File: src/rtl/clock_period_meter.sv
// Recovers period and high time, in clk_in cycles, of an asynchronous periodic signal.
// Flags lock when two consecutive periods match and timeout when the signal stops toggling.
module clock_period_meter #(
    parameter int unsigned       WIDTH       = 28,
    parameter logic [WIDTH-1:0]  TIMEOUT     = 28'd100_000_000,
    parameter int unsigned       SYNC_STAGES = 2
) (
    input  logic             clk_in,
    input  logic             reset_n,
    input  logic             sig_in,
    output logic [WIDTH-1:0] period_out,
    output logic [WIDTH-1:0] high_out,
    output logic             meas_valid,
    output logic             locked,
    output logic             timeout
);

    localparam logic [0:0] ST_IDLE    = 1'b0;
    localparam logic [0:0] ST_MEASURE = 1'b1;

    localparam logic [WIDTH-1:0] ONE      = {{(WIDTH-1){1'b0}}, 1'b1};
    localparam logic [WIDTH-1:0] CNT_LAST = TIMEOUT - ONE;

    logic [SYNC_STAGES-1:0] sync_q, sync_d;
    logic                   s_prev_q, s_prev_d;
    logic [0:0]             state_q, state_d;
    logic [WIDTH-1:0]       cnt_q, cnt_d;
    logic [WIDTH-1:0]       high_cnt_q, high_cnt_d;
    logic [WIDTH-1:0]       period_q, period_d;
    logic [WIDTH-1:0]       high_q, high_d;
    logic                   valid_q, valid_d;
    logic                   locked_q, locked_d;
    logic                   timeout_q, timeout_d;
    logic                   have_meas_q, have_meas_d;

    logic                   s_cur;
    logic                   rise;
    logic [WIDTH-1:0]       cnt_inc;

    assign s_cur   = sync_q[SYNC_STAGES-1];
    assign rise    = s_cur & ~s_prev_q;
    assign cnt_inc = cnt_q + ONE;

    always_comb begin
        // NOTE: every _d gets a default before the case so no path leaves it unassigned (no latch).
        sync_d      = {sync_q[SYNC_STAGES-2:0], sig_in};
        s_prev_d    = s_cur;
        state_d     = state_q;
        cnt_d       = cnt_q;
        high_cnt_d  = high_cnt_q;
        period_d    = period_q;
        high_d      = high_q;
        valid_d     = 1'b0;
        locked_d    = locked_q;
        timeout_d   = timeout_q;
        have_meas_d = have_meas_q;

        case (state_q)
            ST_IDLE: begin
                if (rise) begin
                    cnt_d      = '0;
                    high_cnt_d = ONE;
                    state_d    = ST_MEASURE;
                end
            end
            ST_MEASURE: begin
                if (rise) begin
                    // The rise cycle itself is the first cycle of the next period and its first high cycle.
                    period_d    = cnt_inc;
                    high_d      = high_cnt_q;
                    valid_d     = 1'b1;
                    cnt_d       = '0;
                    high_cnt_d  = ONE;
                    timeout_d   = 1'b0;
                    locked_d    = have_meas_q && (cnt_inc == period_q);
                    have_meas_d = 1'b1;
                end else if (cnt_q == CNT_LAST) begin
                    timeout_d   = 1'b1;
                    locked_d    = 1'b0;
                    have_meas_d = 1'b0;
                    state_d     = ST_IDLE;
                end else begin
                    cnt_d = cnt_inc;
                    if (s_cur) begin
                        high_cnt_d = high_cnt_q + ONE;
                    end
                end
            end
            default: begin
                state_d = ST_IDLE;
            end
        endcase
    end

    always_ff @(posedge clk_in) begin
        // NOTE: sequential state uses non-blocking assignments only, so every flop samples pre-edge values.
        if (!reset_n) begin
            // Synchronizer resets high so a signal already high at reset release is not a rise.
            sync_q      <= '1;
            s_prev_q    <= 1'b1;
            state_q     <= ST_IDLE;
            cnt_q       <= '0;
            high_cnt_q  <= '0;
            period_q    <= '0;
            high_q      <= '0;
            valid_q     <= 1'b0;
            locked_q    <= 1'b0;
            timeout_q   <= 1'b0;
            have_meas_q <= 1'b0;
        end else begin
            sync_q      <= sync_d;
            s_prev_q    <= s_prev_d;
            state_q     <= state_d;
            cnt_q       <= cnt_d;
            high_cnt_q  <= high_cnt_d;
            period_q    <= period_d;
            high_q      <= high_d;
            valid_q     <= valid_d;
            locked_q    <= locked_d;
            timeout_q   <= timeout_d;
            have_meas_q <= have_meas_d;
        end
    end

    assign period_out = period_q;
    assign high_out   = high_q;
    assign meas_valid = valid_q;
    assign locked     = locked_q;
    assign timeout    = timeout_q;

endmodule

File: config.mk
export PLATFORM = sky130hd
export DESIGN_NAME = clock_period_meter
export DESIGN_NICKNAME = d
export VERILOG_FILES = /design/src/rtl/clock_period_meter.sv
export SDC_FILE = /design/constraint.sdc
export NUM_CORES = 1
export LEC_CHECK = 0
export CAP_MARGIN = 20
export CORE_MARGIN = 4
export CORE_UTILIZATION = 59
export CTS_BUF_LIST = sky130_fd_sc_hd__clkbuf_2 sky130_fd_sc_hd__clkbuf_4 sky130_fd_sc_hd__clkbuf_8
export DETAILED_ROUTE_END_ITERATION = 8
export GPL_TIMING_DRIVEN = 0
export HOLD_SLACK_MARGIN = 0.06
export PLACE_DENSITY = 0.91
export SLEW_MARGIN = 20
export SYNTH_ARGS = -nofsm -noshare
export SYNTH_HDL_FRONTEND = slang
export SYNTH_SLANG_ARGS = --single-unit
File: constraint.sdc
create_clock -name clk_in -period 3.6 [get_ports clk_in]
set_input_delay 0.72 -clock clk_in [delete_from_list [all_inputs] [get_ports clk_in]]
set_output_delay 0.72 -clock clk_in [all_outputs]
set_load 0.02 [all_outputs]
==> flow_results.org <==
** Clock tree
- The clock tree synthesis step divided the H-tree into 4 levels.
- Clock Tree Buf Depth :: 2
- Clock input transition at the sequential cells of the worst setup and hold paths :: 0.08 ns
- Num CTS Buffers :: 17
- Number of buffers inserted to repair setup after CTS :: 0
- For this design, the CTS-stage hold fixing added 0 buffers.
- The tree built by TritonCTS fans out to 120 sinks.
- Clock tree synthesis selected as its root buffer the cell sky130_fd_sc_hd__clkbuf_8.
- TritonCTS built the clock tree.
- Clock latency on the worst-skew pair, taken at its later pin, is 0.45 ns.
- In this run, post-CTS repair resized a total of 0 instances.

** Timing
- The max-slew violation count was 0.
- Measured against its own limit, the worst slew margin works out to 45.5%.
- For the finished layout, the period the worst path requires is 3.46 ns.
- Across all hold checks on the routed design, the worst slack comes to 0.427 ns.
- Fin crit share :: 96.0%
- The number of endpoints with negative hold slack in the final report came to 0.
- At the pin with the least slew margin, the transition time is 0.798 ns.
- Setup repair after global routing missed its margin :: no
- Final clock skew :: 0.0180 ns
- For the final routed database, the setup TNS stands at 0 ns.
- Final number of setup-violating endpoints :: 0
- Max frequency :: 289 MHz

** Routing
- Residual DRC count :: 0
- Post-route antenna net violation count :: 0
- The first detailed-routing pass ran for 5 iterations.
- After detailed routing, the number of vias per cell comes to 5.91.
- Drt wl/cell :: 17.6 µm
- Routed wire length :: 17200 µm
- For this block, the initial DRC count from the detailed router was 446.
- Via count :: 5785

** Critical path
- Type of element capturing the critical path :: flip-flop
- Maximum net fanout on the critical path :: 9
- STA classifies the critical path startpoint as a flip-flop.
- Slowest cell on the critical path :: sky130_fd_sc_hd__or4b_1
- Worst EP required :: 3.97 ns
- Max incr delay on CP :: 0.56 ns
- Series of cell instances along the critical path :: ha_1, buf_4, nand4_4, nor4_4, and2_0, buf_2, or3b_2, o2111ai_1, or4_1, or4b_1, o21ai_1
- The critical path in this run is classified as reg2reg.
- At the worst endpoint, the arrival time is 3.83 ns.

** GRT
- GRT Total Usage :: 27.8%
- The number of global-route vias before repair is 5575.
- Antenna violations before repair :: 0
- Entering global routing, the biggest net connects 17 pins.
- The first global-routing pass estimated 27800 µm of wire.
- Total gr overflow :: 0

** Power and ir drop
- In this run the power density over the cells is 362 nW/µm².
- For this design the static power due to leakage is 0.00286 µW.
- Worst VDD drop :: 0.257 mV

** Synthesis
- Number of distinct library cell variants in the gate-level netlist after synthesis :: 68
- Synthesis produced a netlist with a net count of 755.
- Per-instance average area after synthesis :: 8.30 µm²
- The synthesized design contains 120 register bits.
- The mapped netlist covers 6230 µm².
- Share of the yosys chip area belonging to registers :: 38.6%
- In the synthesized netlist the dominant register cell turns out to be sky130_fd_sc_hd__dfxtp_1.
- EDFF count, synth :: 0
- Share of async-settable or async-resettable flops after synthesis :: 0%
- Yosys printed 0 warnings.
- Mapped Cells :: 750

** Die
- For this configuration, the core starts out at a cell density of 60.3%.
- Number of cell rows :: 37
- Area of the placeable core :: 10300 µm²
- Die Outline Area :: 12300 µm²
- For this design the top-level I/O count stands at 62.
- The floorplan step set the die width to 111 µm.
- The die is 111 µm tall.

** Finish
- In the final layout, the share of cells above drive strength 1 is 8.66%.
- Area growth from synthesis to layout :: 19.2%
- Diodes inserted :: 0
- Final #Nets :: 835

** Outcome
- Outcome :: finished, final reports clean

** Place
- Number of port buffers :: 61
- Gpl congestion :: 0.955
- Summed over all nets, the half-perimeter wirelength after detailed placement is 12200 µm.

** Min path
- The min-delay analysis places its worst path in the category reg2reg.

** Run
- # Max-Cap Violations :: 0
==> cells in the final DEF (no fill, tap or decap), types with 11 or more instances in the layout <==
master / instances
sky130_fd_sc_hd__nor2b_1: 13
sky130_fd_sc_hd__or3_1: 11
sky130_fd_sc_hd__inv_1: 13
sky130_fd_sc_hd__clkbuf_8: 17
sky130_fd_sc_hd__nand4_1: 12
sky130_fd_sc_hd__dfxtp_1: 120
sky130_fd_sc_hd__clkdlybuf4s50_1: 61
sky130_fd_sc_hd__o211a_1: 27
sky130_fd_sc_hd__clkbuf_1: 31
sky130_fd_sc_hd__o21ai_0: 24
sky130_fd_sc_hd__nand2_1: 136
sky130_fd_sc_hd__nor2_1: 69
sky130_fd_sc_hd__a21oi_1: 25
sky130_fd_sc_hd__xnor2_1: 41
sky130_fd_sc_hd__nand3_1: 25
sky130_fd_sc_hd__xor2_1: 45
sky130_fd_sc_hd__a21boi_0: 32
==> sequential cells by signal (all words and copies together), names as in the netlist <==
| register | count |
|---|---|
| sync_q | 2 |
| s_prev_q | 1 |
| locked | 1 |
| have_meas_q | 1 |
| timeout | 1 |
| cnt_q | 28 |
| high_cnt_q | 28 |
| period_out | 28 |
| state_q | 1 |
| high_out | 28 |
| meas_valid | 1 |
==> final timing paths <==
check | startpoint | cells after the start | slack (ns) | to
worst max-delay path | cnt_q[0] | 11 | 0.14 | locked
worst max register to register | cnt_q[0] | 11 | 0.14 | locked
worst min register to register | sync_q[0] | 1 | 0.43 | sync_q[1]
worst min-delay path | sync_q[0] | 1 | 0.43 | sync_q[1]
==> layout make-up <==
class                   count  area (µm²)
multi-input cells         562        3510
fillers                   775        2900
flip-flops and latches    120        2400
repair buffers             61         611
plain buffers              54         262
clock buffers              17         234
clock inverters            15         180
well taps                 136         170
inverters                  14        52.6
==> worst max-delay path, delay by kind of cell, from the launching register on <==
| kind | cells | cell delay [ns] |
|---|---|---|
| AOI/OAI and AO/OA | 2 | 0.32 |
| adders and majority gates | 1 | 0.20 |
| buffers and inverters | 2 | 0.35 |
| DFF | 1 | 0.51 |
| and+or+nand+nor | 6 | 2.00 |
==> synth_stat cells (3+ instances only) <==
cell,number,area [µm²]
sky130_fd_sc_hd__a21boi_0,32,240
sky130_fd_sc_hd__a21oi_1,25,125
sky130_fd_sc_hd__and2_1,4,25.0
sky130_fd_sc_hd__and3_1,6,37.5
sky130_fd_sc_hd__and4_1,5,43.8
sky130_fd_sc_hd__buf_2,10,50.1
sky130_fd_sc_hd__buf_4,8,60.1
sky130_fd_sc_hd__clkbuf_1,31,116
sky130_fd_sc_hd__dfxtp_1,120,2400
sky130_fd_sc_hd__inv_1,13,48.8
sky130_fd_sc_hd__nand2_1,136,510
sky130_fd_sc_hd__nand2b_1,9,56.3
sky130_fd_sc_hd__nand3_1,25,125
sky130_fd_sc_hd__nand4_1,12,75.1
sky130_fd_sc_hd__nor2_1,69,259
sky130_fd_sc_hd__nor2b_1,13,81.3
sky130_fd_sc_hd__nor3_1,10,50.1
sky130_fd_sc_hd__nor3b_1,5,37.5
sky130_fd_sc_hd__nor4_1,3,18.8
sky130_fd_sc_hd__nor4_4,3,63.8
sky130_fd_sc_hd__o211a_1,27,270
sky130_fd_sc_hd__o21ai_0,24,120
sky130_fd_sc_hd__or3_1,11,68.8
sky130_fd_sc_hd__or4_1,4,30.0
sky130_fd_sc_hd__xnor2_1,41,359
sky130_fd_sc_hd__xor2_1,45,394
==> layer usage <==
layer / up-vias / track usage, % / wire length, µm
met5: - / 0 / 0
met3: 40 / 6.33 / 1350
met4: 0 / 10.5 / 462
met1: 2778 / 35.0 / 7010
met2: 250 / 46.4 / 8370
li1: 2717 / - / -
==> power by group <==
group | switching [µW] | internal [µW]
clock | 640 | 643
sequential | 5.56 | 1330
combinational | 46.4 | 18.8
==> per-stage QoR <==
| step | area, µm² | power [µW] | instances | util [%] | setup WS (ns) |
|---|---|---|---|---|---|
| floorplan | 6230 | 1400 | 750 | - | 0.716 |
| global placement | 7010 | 1430 | 947 | 67.9 | 0.180 |
| detailed placement | 7010 | 1430 | 947 | 67.9 | 0.185 |
| CTS | 7420 | 2690 | 979 | 71.9 | 0.156 |
| global route | 7420 | 2760 | 979 | 71.9 | 0.00886 |
| finish | 7420 | 2680 | 979 | 71.9 | 0.144 |
==> cells by family after synthesis <==
family	synth area share, %
XOR/XNOR	12.1
AO/OA/AOI/OAI	16.2
buffers and inverters	5.04
AND/OR/NAND/NOR	27.3
flip-flops	38.6
adder cells (fa/ha/maj)	0.563
multiplexers	0.161
Note: power is estimated with default switching activity, not from simulation.
